File: src/rtl/vga_pkg.sv
// Shared raster timing constants for the 640x480@60 Hz pipeline.
// Used by the timing generator and by downstream pixel sources.
package vga_pkg;

   localparam int unsigned CNT_W       = 10;
   localparam int unsigned COUNT_LIMIT = 1 << CNT_W;

   localparam int unsigned H_ACTIVE_DEF = 640;
   localparam int unsigned H_FP_DEF     = 16;
   localparam int unsigned H_SYNC_DEF   = 96;
   localparam int unsigned H_BP_DEF     = 48;
   localparam int unsigned V_ACTIVE_DEF = 480;
   localparam int unsigned V_FP_DEF     = 10;
   localparam int unsigned V_SYNC_DEF   = 2;
   localparam int unsigned V_BP_DEF     = 33;

   localparam bit SYNC_ACTIVE_LOW  = 1'b0;
   localparam bit SYNC_ACTIVE_HIGH = 1'b1;

   typedef logic [CNT_W-1:0] coord_t;

   function automatic int unsigned axis_total(int unsigned active, int unsigned fp,
                                              int unsigned sync, int unsigned bp);
      return active + fp + sync + bp;
   endfunction

   localparam int unsigned H_TOTAL_DEF = axis_total(H_ACTIVE_DEF, H_FP_DEF, H_SYNC_DEF, H_BP_DEF);
   localparam int unsigned V_TOTAL_DEF = axis_total(V_ACTIVE_DEF, V_FP_DEF, V_SYNC_DEF, V_BP_DEF);

endpackage

File: src/rtl/vga_axis_counter.sv
// Modulo-TOTAL position counter for one raster axis; wrap is a same-cycle
// combinational pulse so it can chain into the next axis' increment.
module vga_axis_counter
   import vga_pkg::*;
#(
   parameter int unsigned TOTAL = H_TOTAL_DEF
) (
   input  logic   clk_pix,
   input  logic   resetn,
   input  logic   inc,
   output coord_t count,
   output logic   wrap
);

   localparam coord_t Last = CNT_W'(TOTAL - 1);

   coord_t count_q, count_d;

   always_comb begin
      wrap    = inc && (count_q == Last);
      count_d = count_q;
      if (inc) begin
         count_d = wrap ? '0 : count_q + 1'b1;
      end
   end

   always_ff @(posedge clk_pix) begin
      if (resetn) begin
         count_q <= '0;
      end else begin
         count_q <= count_d;
      end
   end

   assign count = count_q;

endmodule

File: src/rtl/vga_timing.sv
// Raster timing generator: chained h/v counters with a registered decode stage
// so every output describes the same pixel position.
module vga_timing
   import vga_pkg::*;
#(
   parameter int unsigned H_ACTIVE    = H_ACTIVE_DEF,
   parameter int unsigned H_FP        = H_FP_DEF,
   parameter int unsigned H_SYNC      = H_SYNC_DEF,
   parameter int unsigned H_BP        = H_BP_DEF,
   parameter int unsigned V_ACTIVE    = V_ACTIVE_DEF,
   parameter int unsigned V_FP        = V_FP_DEF,
   parameter int unsigned V_SYNC      = V_SYNC_DEF,
   parameter int unsigned V_BP        = V_BP_DEF,
   parameter bit          SYNC_ACTIVE = SYNC_ACTIVE_LOW
) (
   input  logic   clk_pix,
   input  logic   resetn,
   input  logic   pix_ce,
   output coord_t hcount,
   output coord_t vcount,
   output logic   de,
   output logic   hsync,
   output logic   vsync,
   output logic   line_start,
   output logic   frame_start
);

   localparam int unsigned H_TOTAL = axis_total(H_ACTIVE, H_FP, H_SYNC, H_BP);
   localparam int unsigned V_TOTAL = axis_total(V_ACTIVE, V_FP, V_SYNC, V_BP);

   if (H_TOTAL > COUNT_LIMIT) begin : g_h_total_check
      $error("vga_timing: H_TOTAL does not fit in the 10-bit counter");
   end
   if (V_TOTAL > COUNT_LIMIT) begin : g_v_total_check
      $error("vga_timing: V_TOTAL does not fit in the 10-bit counter");
   end

   // One extra bit so a boundary equal to 1024 still compares correctly.
   localparam logic [CNT_W:0] HActEnd   = (CNT_W+1)'(H_ACTIVE);
   localparam logic [CNT_W:0] HSyncBeg  = (CNT_W+1)'(H_ACTIVE + H_FP);
   localparam logic [CNT_W:0] HSyncEnd  = (CNT_W+1)'(H_ACTIVE + H_FP + H_SYNC);
   localparam logic [CNT_W:0] VActEnd   = (CNT_W+1)'(V_ACTIVE);
   localparam logic [CNT_W:0] VSyncBeg  = (CNT_W+1)'(V_ACTIVE + V_FP);
   localparam logic [CNT_W:0] VSyncEnd  = (CNT_W+1)'(V_ACTIVE + V_FP + V_SYNC);

   coord_t h, v;
   logic   h_wrap;
   logic   unused_v_wrap;

   vga_axis_counter #(
      .TOTAL (H_TOTAL)
   ) u_h_counter (
      .clk_pix (clk_pix),
      .resetn  (resetn),
      .inc     (pix_ce),
      .count   (h),
      .wrap    (h_wrap)
   );

   vga_axis_counter #(
      .TOTAL (V_TOTAL)
   ) u_v_counter (
      .clk_pix (clk_pix),
      .resetn  (resetn),
      .inc     (h_wrap),
      .count   (v),
      .wrap    (unused_v_wrap)
   );

   coord_t hcount_q, hcount_d, vcount_q, vcount_d;
   logic   de_q, de_d, hsync_q, hsync_d, vsync_q, vsync_d;
   logic   line_start_q, line_start_d, frame_start_q, frame_start_d;
   logic   h_in_sync, v_in_sync;

   always_comb begin
      h_in_sync = ({1'b0, h} >= HSyncBeg) && ({1'b0, h} < HSyncEnd);
      v_in_sync = ({1'b0, v} >= VSyncBeg) && ({1'b0, v} < VSyncEnd);

      hcount_d      = hcount_q;
      vcount_d      = vcount_q;
      de_d          = de_q;
      hsync_d       = hsync_q;
      vsync_d       = vsync_q;
      // Pulses only live for the clk_pix cycle that follows an enabled edge.
      line_start_d  = 1'b0;
      frame_start_d = 1'b0;
      if (pix_ce) begin
         hcount_d      = h;
         vcount_d      = v;
         de_d          = ({1'b0, h} < HActEnd) && ({1'b0, v} < VActEnd);
         hsync_d       = h_in_sync ? SYNC_ACTIVE : ~SYNC_ACTIVE;
         vsync_d       = v_in_sync ? SYNC_ACTIVE : ~SYNC_ACTIVE;
         line_start_d  = (h == '0);
         frame_start_d = (h == '0) && (v == '0);
      end
   end

   always_ff @(posedge clk_pix) begin
      if (resetn) begin
         hcount_q      <= '0;
         vcount_q      <= '0;
         de_q          <= 1'b0;
         hsync_q       <= ~SYNC_ACTIVE;
         vsync_q       <= ~SYNC_ACTIVE;
         line_start_q  <= 1'b0;
         frame_start_q <= 1'b0;
      end else begin
         hcount_q      <= hcount_d;
         vcount_q      <= vcount_d;
         de_q          <= de_d;
         hsync_q       <= hsync_d;
         vsync_q       <= vsync_d;
         line_start_q  <= line_start_d;
         frame_start_q <= frame_start_d;
      end
   end

   assign hcount      = hcount_q;
   assign vcount      = vcount_q;
   assign de          = de_q;
   assign hsync       = hsync_q;
   assign vsync       = vsync_q;
   assign line_start  = line_start_q;
   assign frame_start = frame_start_q;

endmodule

File: config.mk
export PLATFORM = sky130hd
export DESIGN_NAME = vga_timing
export DESIGN_NICKNAME = d
export VERILOG_FILES = /design/src/rtl/vga_pkg.sv /design/src/rtl/vga_axis_counter.sv /design/src/rtl/vga_timing.sv
export SDC_FILE = /design/constraint.sdc
export NUM_CORES = 1
export LEC_CHECK = 0
export CORE_ASPECT_RATIO = 0.6
export CORE_MARGIN = 5
export CORE_UTILIZATION = 45
export DETAILED_ROUTE_END_ITERATION = 8
export DONT_BUFFER_PORTS = 1
export GPL_TIMING_DRIVEN = 1
export PLACE_DENSITY = 0.63
export SETUP_SLACK_MARGIN = 0.2
export SLEW_MARGIN = 10
export SYNTH_ARGS = -nofsm -noshare
export SYNTH_HDL_FRONTEND = slang
export SYNTH_SLANG_ARGS = --single-unit
File: constraint.sdc
create_clock -name clk_pix -period 2.4 [get_ports clk_pix]
set_clock_uncertainty 0.1 [all_clocks]
set_input_delay 0.48 -clock clk_pix [delete_from_list [all_inputs] [get_ports clk_pix]]
set_output_delay 0.48 -clock clk_pix [all_outputs]
set_load 0.1 [all_outputs]
# --- Word level (Yosys, flattened, before mapping) ---
# Cells that the tools add are included.
totals:
  reg_bits: 45
  inputBits: 3
  output_inout_bits: 25
classes:
  n_addsub: 2
  magnitude_cmp: 6
  n_eq_ne: 2
  mux: 4
  n_bitwise: 1
  n_reduce_logical: 9
ops:
  columns: ["operator", "n"]
  rows:
  - ["10-bit by 1-bit adder with 10-bit output (second input constant)", 2]
  - ["10-bit == test (second input constant)", 2]
  - ["10-bit zero test", 2]
  - ["10-bit < comparator (second input constant)", 2]
  - ["10-bit by 9-bit < comparator with 1-bit output (second input constant)", 2]
  - ["10-bit 2-to-1 mux", 2]
  - ["10-bit >= comparator (second input constant)", 1]
  - ["10-bit by 9-bit >= comparator with 1-bit output (second input constant)", 1]
  - ["1-bit logical AND", 6]
  - ["1-bit 2-to-1 mux", 2]
  - ["2-bit OR reduction", 1]
  - ["1-bit NOT", 1]

# --- Logic depth before layout (Yosys ltp) ---
depth:
  depth_word: 4
  mapped_depth: 6
  mapped_depth_nobuf: 6

# --- By module ---
# A second synthesis with hierarchy kept.
unflattened:
  hier_cells: 207
  area_unflattened_um2: 1969.4
by_module_without_submodules:
  columns: ["module", "instances", "cells_per_inst", "area_per_inst_um2"]
  rows:
  - ["vga_timing", 1, 95, 959.7]
  - ["vga_axis_counter at u_h_counter", 1, 56, 506.7]
  - ["vga_axis_counter at u_v_counter", 1, 56, 503.0]

# --- Worst setup path after synthesis ---
# Ideal clock, no wire load.
synth_path:
  kind: "input-to-reg"
  start: "input port pix_ce"
  end: "register u_v_counter.count_q[8], in the netlist u_v_counter.count[8]"
  arrival_time_ns: 1.558
  t_required_ns: 2.230
  slack_ns: 0.672
  cell_stages: 5
  cell_sequence: "clkbuf_8 -> and4_2 -> nand3_4 -> or4_1 -> a21oi_1"
synth_via:
  elab_chain_len: 3
synth_rtl:
  columns: ["element", "line", "text"]
  rows:
  - ["start, declared", "vga_timing.sv:18", "input logic pix_ce,"]
  - ["1-bit logical AND *", "vga_axis_counter.sv:20", "wrap = inc && (count_q == Last);"]
  - ["1-bit logical AND", "vga_axis_counter.sv:20", null]
  - ["10-bit 2-to-1 mux", "vga_axis_counter.sv:23", "count_d = wrap ? '0 : count_q + 1'b1;"]
  - ["end signal, assigned", "vga_axis_counter.sv:31", "count_q <= count_d;"]
  - ["end, declared", "vga_axis_counter.sv:17", "coord_t count_q, count_d;"]
# Mark *: on every way between the ends. The rest lies on a longest branch, timed or not.
# A chain may end at the register's enable or synchronous reset.

# --- Worst setup path in the final report ---
layout_path:
  start: "register u_h_counter.count_q[0], in the netlist u_h_counter.count[0]"
  end: "register u_v_counter.count_q[1], in the netlist u_v_counter.count[1]"
layout_via:
  elab_chain_len: 4
layout_rtl:
  columns: ["element", "line"]
  rows:
  - ["start, declared", "vga_axis_counter.sv:17"]
  - ["start signal, assigned", "vga_axis_counter.sv:31"]
  - ["10-bit == test *", "vga_axis_counter.sv:20"]
  - ["1-bit logical AND *", "vga_axis_counter.sv:20"]
  - ["1-bit logical AND", "vga_axis_counter.sv:20"]
  - ["10-bit 2-to-1 mux", "vga_axis_counter.sv:23"]
# Marks and branches as above.

==> qor.yml <==
status: "completed"
num_rows: 19
p_switching_uw: 296.8
die_w_um: 97.92
rsz0062_at_grt: "false"
grt_pass1_wl_um: 7107
initial_core_util_pct: 45.96
critPathCaptureType: "flop"
postSynthAreaPerCell_um2: 9.530
relSlewSlack_pct: 65.73
post_cts_buffers: 0
start_kind: "flop"
p_sw_share_pct: 21.03
gr-usage-all-layers_pct: 14.31
worst_r2r_endpoint: "u_v_counter.count[1]"
grt_pass1_vias: 1411
drtIter0Drc: 82
synth_cells: 219
power_density_nw_per_um2: 600.0
yosysWarnings: 0
whs_endpoint: "u_v_counter.count[8]"
drc: 0
synth_edf_count: 0
clk_latency_ns: 0.29
cts_htree_levels: 2
ff2ff_setup_slack_ns: 0.52
critPathMaxFanout: 8
worstPathArrival_ns: 2.00
syn_area_um2: 2087
hold_path.class: "input pin to flop"
crit_required_ns: 2.53
clk_pin_slew_ns: 0.08
final_common_cell: "dfxtp_1"
diodes: 0
ys_async_sr_fraction_pct: 0
tightest_slew_ns: 0.5130
r2r_cells: 5
synth-seq-cells: 45
dr.pass1.iters: 4
grt_antenna_before_repair: 0
placed_cells: 293
routed_wl_um: 4366
yosysSeqAreaShare_pct: 43.17
cts_tree: "yes"
comb_power_share_pct: 4.8
cts_buffers: 5
power.share.clock_pct: 41.5
num-nets-final: 245
clock-root-buffer: "clkbuf_8"
layout.cells.non_filler: 301
ios: 28
fin_tns_setup_ns: 0
wl_per_cell_um: 14.50
vdd_ir_drop_max_v: 0.0003066
power.leakage_nw: 0.9212
via_count: 1588
yosys_most_used_dff: "dfxtp_1"
crit_type: "flop to flop"
finalMaxSlewViolations: 0
final.period_utilization_pct: 78.30
grt.overflow.total: 0
seqPwrFrac_pct: 53.7
drive_gt1_share_pct: 18.07
min_period_ns: 1.879
ant_nets: 0
via_per_inst: 5.276
fmax_mhz: 532.1
dp_hpwl_um: 3069
postCtsHoldBufs: 0
clockBufferDepth: 2
cts_resized: 0
yosysUniqueCellTypes: 41
place_congestion: 0.8468
crit_path_start: "u_h_counter.count[0]"
coreArea_um2: 4541
die_y_um: 62.75
min_from: "resetn"
max-cap-violations: 0
syn_nets: 227
mostFrequentLayoutCells: "dfxtp_1, nor2_1, buf_4, mux2i_1, a21oi_1"
final-hold-violation-count: 0
syn_to_final_growth_pct: 12.71
timing.rr.start: "u_h_counter.count[0]"
dieArea_um2: 6144
setup_violations: 0
clock_sinks: 45
grt_start_max_net_pins: 40
p_int_mw: 1.114
hold_path_depth: 1
io_buffers: 0
==> metrics by stage <==
stage	setup slack, ns	cell area [um^2]	hold slack (ns)	power [mW]	util [%]
after floorplan	0.6718	2087	0.3841	0.8531	-
after global placement	0.6168	2236	0.3737	0.8431	49.24
after detailed placement	0.5570	2236	0.3713	0.8439	49.24
after CTS	0.5342	2352	0.1390	1.424	51.80
after global routing	0.2993	2352	0.1341	1.473	51.80
final	0.5207	2352	0.1521	1.411	51.80
==> worst max-delay path, cell delays in order, from the launching register on <==
cell and delay [ns]:
dfxtp_1 0.41, ha_1 0.24, nand4_1 0.36, nor3_4 0.40, o211ai_1 0.15, a21oi_1 0.15
==> final cells by class <==
cell class | instances | area (um^2)
flip-flops and latches | 45 | 900.9
multi-input cells | 151 | 1023
clock buffers | 7 | 86.33
well taps | 63 | 78.83
clock inverters | 1 | 30.03
repair buffers | 28 | 210.2
fillers | 416 | 2188
inverters | 6 | 22.52
==> registers in the layout (all words and copies together), names as in the netlist <==
signal,cells
hcount,10
hsync,1
u_h_counter.count,10
de,1
u_v_counter.count,10
frame_start,1
vsync,1
line_start,1
vcount,10
==> cells in the mapped netlist, types with 2 or more instances <==
library cell | instances | share of area [%]
ha_1 | 5 | 3.0
buf_6 | 2 | 1.1
buf_4 | 4 | 1.4
o21ai_0 | 5 | 1.2
nand2_1 | 8 | 1.4
dfxtp_1 | 45 | 43
xnor2_1 | 6 | 2.5
clkbuf_1 | 4 | 0.72
nand4b_1 | 2 | 0.84
nor4b_1 | 4 | 1.7
nor3_1 | 7 | 1.7
mux2i_1 | 20 | 9.6
xor2_1 | 7 | 2.9
clkbuf_8 | 4 | 2.6
and4_1 | 2 | 0.84
or3_1 | 3 | 0.90
and3_1 | 4 | 1.2
nand4_1 | 7 | 2.1
inv_1 | 6 | 1.1
nor2_1 | 30 | 5.4
nor4_1 | 5 | 1.5
or2_2 | 2 | 0.60
nand3_1 | 7 | 1.7
a21oi_1 | 9 | 2.2
nand2b_1 | 5 | 1.5
==> layer usage <==
| layer | up-vias | routed length, um | track usage [%] |
|---|---|---|---|
| met3 | 5 | 335 | 4.571 |
| met1 | 737 | 2390 | 23.04 |
| met5 | - | 0 | 0 |
| li1 | 795 | - | - |
| met4 | 0 | 51 | 4.663 |
| met2 | 51 | 1589 | 16.95 |
==> logic make-up after synthesis <==
kind of cell | Yosys count | synth area share [%]
and+or+nand+nor | 94 | 25.78
DFF | 45 | 43.17
buffers and inverters | 23 | 7.793
muxes | 20 | 9.592
AOI/OAI and AO/OA | 19 | 5.216
xor gates and xnor gates | 13 | 5.456
adders and majority gates | 5 | 2.998
==> power by group through the flow <==
stage          combinational [mW]  clock (mW)  sequential, mW
2_1_floorplan              0.0444           0           0.809
6_report                   0.0684       0.585           0.758
3_5_place_dp               0.0684           0           0.775
4_1_cts                    0.0688       0.598           0.758
3_3_place_gp               0.0682           0           0.775
5_1_grt                    0.0718       0.642           0.759
==> how the worst max path moves through the flow <==
stage	end	slack, ns	cells past startpoint
CTS	u_v_counter.count[1]	0.53	5
detailed placement	u_v_counter.count[1]	0.56	5
floorplan	u_v_counter.count[8]	0.67	5
finish	u_v_counter.count[1]	0.52	5
global route	u_v_counter.count[1]	0.30	5
global placement	u_v_counter.count[2]	0.62	5
Note: power is estimated with default switching activity, not from simulation.
